`src/rtl/ahb_arbiter.sv`:
```
// rtl/ahb_arbiter.sv - round-robin AHB bus arbiter with burst and lock protection
//
// Shares one AHB slave path among NUM_MASTERS masters. Grants rotate from the
// master after the last one newly granted. The grant is held while the owner
// keeps HLOCK asserted or while two or more addresses of a fixed burst remain.
// With no requests the bus is parked on DEFAULT_MASTER. All state advances
// only on edges that accept a transfer (HREADY=1).
//
// Ports:
//   HCLK       bus clock, rising edge
//   HRESET     synchronous active-high reset
//   HBUSREQ    per-master bus request
//   HLOCK      per-master locked-transfer request
//   HTRANS     muxed transfer type (IDLE/BUSY/NONSEQ/SEQ)
//   HBURST     muxed burst type
//   HREADY     muxed slave ready; a transfer is accepted when high
//   HGRANT     one-hot grant, registered
//   HMASTER    index of the address-phase owner, registered
//   HMASTLOCK  address-phase owner is in a locked sequence, registered
module ahb_arbiter #(
  parameter int NUM_MASTERS    = 4,
  parameter int DEFAULT_MASTER = 0
) (
  input  logic                           HCLK,
  input  logic                           HRESET,
  input  logic [NUM_MASTERS-1:0]         HBUSREQ,
  input  logic [NUM_MASTERS-1:0]         HLOCK,
  input  logic [1:0]                     HTRANS,
  input  logic [2:0]                     HBURST,
  input  logic                           HREADY,
  output logic [NUM_MASTERS-1:0]         HGRANT,
  output logic [$clog2(NUM_MASTERS)-1:0] HMASTER,
  output logic                           HMASTLOCK
);

  localparam int IW = $clog2(NUM_MASTERS);
  localparam logic [NUM_MASTERS-1:0] DEF_GRANT = NUM_MASTERS'(1) << DEFAULT_MASTER;
  localparam logic [IW-1:0]          DEF_IDX   = IW'(DEFAULT_MASTER);

  logic [IW-1:0]          rr_last;
  logic [4:0]             beats_left;

  logic [4:0]             burst_len;
  logic [4:0]             beats_next;
  logic [IW-1:0]          grant_idx;
  logic                   hold;
  logic                   arb_found;
  logic [IW-1:0]          arb_idx;
  logic [NUM_MASTERS-1:0] arb_grant;

  function automatic logic [IW-1:0] wrap_idx(input int v);
    return IW'(v % NUM_MASTERS);
  endfunction

  // SINGLE and INCR are unprotected: length 1 means no hold.
  always_comb begin
    case (HBURST)
      3'b010, 3'b011: burst_len = 5'd4;
      3'b100, 3'b101: burst_len = 5'd8;
      3'b110, 3'b111: burst_len = 5'd16;
      default:        burst_len = 5'd1;
    endcase
  end

  // Remaining address phases after the one accepted at this edge.
  always_comb begin
    case (HTRANS)
      2'b10:   beats_next = burst_len - 5'd1;
      2'b11:   beats_next = (beats_left != 5'd0) ? beats_left - 5'd1 : 5'd0;
      2'b01:   beats_next = beats_left;
      default: beats_next = 5'd0;   // IDLE ends any burst early
    endcase
  end

  always_comb begin
    grant_idx = '0;
    for (int i = 0; i < NUM_MASTERS; i++) begin
      if (HGRANT[i]) grant_idx = IW'(i);
    end
  end

  // Holding while beats_next >= 2 lets the owner issue its final address
  // before the grant moves on.
  assign hold = HLOCK[grant_idx] || (beats_next >= 5'd2);

  // Rotating search starting just after the last master newly granted.
  always_comb begin
    arb_found = 1'b0;
    arb_idx   = rr_last;
    arb_grant = DEF_GRANT;
    for (int k = 1; k <= NUM_MASTERS; k++) begin
      if (!arb_found && HBUSREQ[wrap_idx(int'(rr_last) + k)]) begin
        arb_found = 1'b1;
        arb_idx   = wrap_idx(int'(rr_last) + k);
      end
    end
    if (arb_found) begin
      arb_grant          = '0;
      arb_grant[arb_idx] = 1'b1;
    end
  end

  always_ff @(posedge HCLK) begin
    if (HRESET) begin
      HGRANT     <= DEF_GRANT;
      HMASTER    <= DEF_IDX;
      HMASTLOCK  <= 1'b0;
      rr_last    <= DEF_IDX;
      beats_left <= 5'd0;
    end else if (HREADY) begin
      HMASTER    <= grant_idx;
      HMASTLOCK  <= HLOCK[grant_idx];
      beats_left <= beats_next;
      if (!hold) begin
        HGRANT <= arb_grant;
        if (arb_found) rr_last <= arb_idx;
      end
    end
  end

endmodule

```
`config.mk`:
```
export PLATFORM = sky130hd
export DESIGN_NAME = ahb_arbiter
export DESIGN_NICKNAME = d
export VERILOG_FILES = /design/src/rtl/ahb_arbiter.sv
export SDC_FILE = /design/constraint.sdc
export NUM_CORES = 1
export LEC_CHECK = 0
export ABC_AREA = 1
export CORE_AREA = 5 5 51 53
export DETAILED_ROUTE_END_ITERATION = 10
export DIE_AREA = 0 0 56 58
export MAX_ROUTING_LAYER = met4
export PLACE_DENSITY_LB_ADDON = 0.15
export SLEW_MARGIN = 0
export SYNTH_ARGS = -nofsm -noshare
export SYNTH_HDL_FRONTEND = slang
export SYNTH_SLANG_ARGS = --single-unit
```
`constraint.sdc`:
```
create_clock -name HCLK -period 4.2 [get_ports HCLK]
set_clock_uncertainty 0.1 [all_clocks]
set_input_delay 0.63 -clock HCLK [delete_from_list [all_inputs] [get_ports HCLK]]
set_output_delay 0.63 -clock HCLK [all_outputs]
set_load 0.02 [all_outputs]
```
==> results.rst <==
.. list-table::
   :header-rows: 1

   * - Metric
     - Value
   * - Outcome
     - complete, no violations
   * - VDD IR-drop max
     - 0.0002105 V
   * - Worst flop-to-flop path endpoint
     - HGRANT[0]
   * - Period minus WS final
     - 2.204 ns
   * - Standard-cell row count
     - 17
   * - Final Max Tran Viols
     - 0
   * - Horiz. Die Dim
     - 56 um
   * - WP data arrival
     - 2.27 ns
   * - Post-layout worst setup margin
     - 1.996 ns
   * - Drt drc
     - 0
   * - Number of antenna violations at the first check in global routing
     - 0
   * - Clock input transition at the sequential cells of the worst setup and hold paths
     - 0.08 ns
   * - Gate count of the mapped netlist
     - 175
   * - CTS H-tree depth
     - 1
   * - Std-Cell Core Area
     - 2106 um^2
   * - Net count of the mapped netlist
     - 192
   * - Startpoint types
     - primary input
   * - Drt first pass iters
     - 4
   * - Final weighted congestion in routability-driven placement
     - 0.8611
   * - Avg Vias per Cell
     - 4.756
   * - Warnings from Yosys
     - 0
   * - Timing startpoint of the critical path
     - HREADY
   * - Pin count of the biggest net entering global routing
     - 13
   * - Number of fillers in the final layout
     - 220
   * - Sequential cell area
     - 280.3 um^2
   * - Clock tree from TritonCTS
     - done
   * - DP Worst Slack
     - 1.720 ns
   * - Growth of design area from synthesis to finish
     - 24.64%
   * - Final design area excluding fillers
     - 1297 um^2
   * - Required arrival time at the worst endpoint
     - 4.27 ns
   * - Number of gates resized after CTS
     - 0
   * - Number of failing hold endpoints at the final stage
     - 0
   * - Share of total power in the clock network
     - 0.196
   * - Aggregate routed wire length
     - 2200 um
   * - Synth Register Bits
     - 14
   * - Hold_buf cts
     - 0
   * - Count of cell types in the netlist
     - 24
   * - Buffer cell driving the clock tree root
     - sky130_fd_sc_hd__clkbuf_4
   * - Combined area of the multi-input logic cells
     - 625.6 um^2
   * - Setup repair after global routing missed its margin
     - false
   * - Net switching power figure
     - 136.2 uW
   * - Inserted Clock Buffers
     - 3
   * - Via count of the first global-routing pass
     - 1028
   * - Total overflow reported by the global router
     - 0
   * - Combinational cell fraction of total power
     - 0.395
   * - Pint
     - 233.5 uW
   * - Buffer depth of the longest clock path
     - 2
   * - Number of buffers inserted to repair setup after CTS
     - 0
   * - Die outline area
     - 3248 um^2
   * - Reg-to-reg critical path startpoint
     - rr_last[0]
   * - Maximum clock frequency
     - 453.8 MHz
   * - Post-Syn Area per Cell
     - 5.949 um^2
   * - CP Class
     - primary input to flop
   * - Fraction of power consumed by sequential logic
     - 0.408
   * - Static Leak
     - 0.0006355 uW
   * - Register area share after synthesis
     - 0.2692
   * - Capture point of the worst path
     - HGRANT[0]
   * - Diodes inserted
     - 0
   * - # port buffers
     - 21
   * - Routed via count
     - 1070
   * - Filler-free cell count of the finished design
     - 225
   * - Tightest Pin Transition
     - 0.4902 ns
   * - Power density normalized to cell area
     - 285.0 nW/um^2
   * - Die boundary height
     - 58 um
   * - Switching part of the total
     - 0.3685
   * - Worst-case hold slack
     - 0.3812 ns
   * - Global-route wire length before repair
     - 3981 um
   * - Post-Place Cells
     - 222
   * - Io pins
     - 23
   * - R2r worst-path depth
     - 13
   * - Post-place instance area
     - 1275 um^2
   * - Drt first-iter violations
     - 18
   * - Estimated wirelength of the detail-placed design
     - 1796 um
   * - Kind of path behind the tightest hold check
     - flop to flop
   * - Cell area after synthesis
     - 1041 um^2
   * - Number of nets with antenna violations after detailed routing
     - 0
   * - Critical path endpoint category
     - flop
   * - Register-to-register setup slack
     - 2.30 ns
   * - Avg WL per Cell
     - 9.778 um
   * - Count of max-cap constraint violations
     - 0
   * - Sinks on the clock net
     - 14
   * - CP Max Fanout
     - 9
   * - Net count reported at finish
     - 216
   * - Global routing usage summed across all routing layers
     - 0.1517
   * - Initial Util
     - 0.4944
   * - Headroom to the max-slew limit
     - 0.6722
   * - Period utilization
     - 0.5247
   * - Summed negative setup slack over all endpoints
     - 0 ns
   * - Worst-Skew Late Latency
     - 0.27 ns
   * - Fraction of layout instances using a drive strength above 1
     - 0.1269
   * - Total of endpoints with negative setup slack in the final report
     - 0
-- metrics by stage --
stage	util	power (uW)
2_1_floorplan	-	258.7
3_3_place_gp	0.6055	296.8
3_5_place_dp	0.6055	300.5
4_1_cts	0.6162	372.7
5_1_grt	0.6162	402.8
6_report	0.6162	369.7
-- per-layer routing --
layer | track usage | vias to the layer above | part of all wire
met1 | 0.1954 | 460 | 0.52
met2 | 0.2471 | 17 | 0.45
met3 | 0.01782 | 4 | 0.022
li1 | - | 589 | -
met5 | - | - | 0
met4 | 0.05085 | 0 | 0.012
-- registers in the layout (all words and copies together), names as in the netlist --
register / cells
HMASTER: 2
HGRANT: 4
HMASTLOCK: 1
beats_left: 5
rr_last: 2
-- cell type report --
class / count / share of cell area
Multi-Input combinational cell: 126 / 0.4822
Sequential cell: 14 / 0.2160
Timing Repair Buffer: 21 / 0.1620
Inverter: 33 / 0.09547
Tap cell: 28 / 0.02700
Clock buffer: 3 / 0.01736
-- Yosys cell counts --
master                      n  area (um^2)
sky130_fd_sc_hd__inv_1     29        108.9
sky130_fd_sc_hd__a21oi_2    3        26.28
sky130_fd_sc_hd__nand2_2    9        56.30
sky130_fd_sc_hd__o211ai_1   1        7.510
sky130_fd_sc_hd__o21ai_0    8        40.04
sky130_fd_sc_hd__inv_2      4        15.01
sky130_fd_sc_hd__nor2_2     2        12.51
sky130_fd_sc_hd__nand3_2    1        10.01
sky130_fd_sc_hd__nor2_1    11        41.29
sky130_fd_sc_hd__nand2_1   54        202.7
sky130_fd_sc_hd__a22oi_1    1        7.510
sky130_fd_sc_hd__nor2_4     1        11.26
sky130_fd_sc_hd__clkbuf_1   1        3.750
sky130_fd_sc_hd__o21ai_1    4        20.02
sky130_fd_sc_hd__nor3_1     1        5.000
sky130_fd_sc_hd__dfxtp_1   14        280.3
sky130_fd_sc_hd__buf_4      1        7.510
sky130_fd_sc_hd__nand3_1   17        85.08
sky130_fd_sc_hd__nand2_4    1        11.26
sky130_fd_sc_hd__ha_1       1        12.51
sky130_fd_sc_hd__a21oi_1    8        40.04
sky130_fd_sc_hd__xnor2_1    1        8.760
sky130_fd_sc_hd__nand3b_1   1        7.510
sky130_fd_sc_hd__nor2_8     1        20.02
-- logic make-up (layout without fill, tap and decap cells) --
logic type	count (synthesis)	after routing	share of synthesized area
flip-flops	14	14	0.2692
adder cells (fa/ha/maj)	1	1	0.01202
XOR/XNOR	1	1	0.008415
AO/OA/AOI/OAI	25	25	0.1358
buffers and inverters	35	57	0.1298
AND/OR/NAND/NOR	99	99	0.4447
-- worst min-delay path by stage --
| stage | cells past startpoint | to | startpoint |
|---|---|---|---|
| floorplan | 2 | beats_left[4] | beats_left[4] |
| global route | 2 | beats_left[4] | beats_left[4] |
| global placement | 2 | beats_left[4] | beats_left[4] |
| CTS | 2 | beats_left[4] | beats_left[4] |
| finish | 2 | beats_left[4] | beats_left[4] |
| detailed placement | 2 | beats_left[4] | beats_left[4] |
-- worst max-delay path: stages --
cell and delay [ns]:
sky130_fd_sc_hd__clkdlybuf4s50_1 0.60, sky130_fd_sc_hd__inv_2 0.12, sky130_fd_sc_hd__a21oi_1 0.20, sky130_fd_sc_hd__nand3_1 0.11
sky130_fd_sc_hd__nor2_2 0.15, sky130_fd_sc_hd__nand2_2 0.10, sky130_fd_sc_hd__nor2_1 0.13, sky130_fd_sc_hd__nand2_1 0.08
sky130_fd_sc_hd__nand3_1 0.09, sky130_fd_sc_hd__nand2_1 0.05
-- layout by cell type, fill, tap and decap left out, types with 2 or more instances in the layout --
cell type	instances
sky130_fd_sc_hd__nand2_1	54
sky130_fd_sc_hd__inv_1	29
sky130_fd_sc_hd__clkdlybuf4s50_1	21
sky130_fd_sc_hd__nand3_1	17
sky130_fd_sc_hd__dfxtp_1	14
sky130_fd_sc_hd__nor2_1	11
sky130_fd_sc_hd__nand2_2	9
sky130_fd_sc_hd__a21oi_1	8
sky130_fd_sc_hd__o21ai_0	8
sky130_fd_sc_hd__o21ai_1	4
sky130_fd_sc_hd__inv_2	4
sky130_fd_sc_hd__a21oi_2	3
sky130_fd_sc_hd__clkbuf_4	3
sky130_fd_sc_hd__nor2_2	2
-- power by group through the flow --
stage               Sequential [uW]  Clock (uW)  Combinational, uW
global placement                154           0                143
CTS                             151        74.6                147
floorplan                       157           0                102
global route                    153        84.0                166
detailed placement              154           0                146
finish                          151        72.6                146
(Power assumes the default switching activity.)
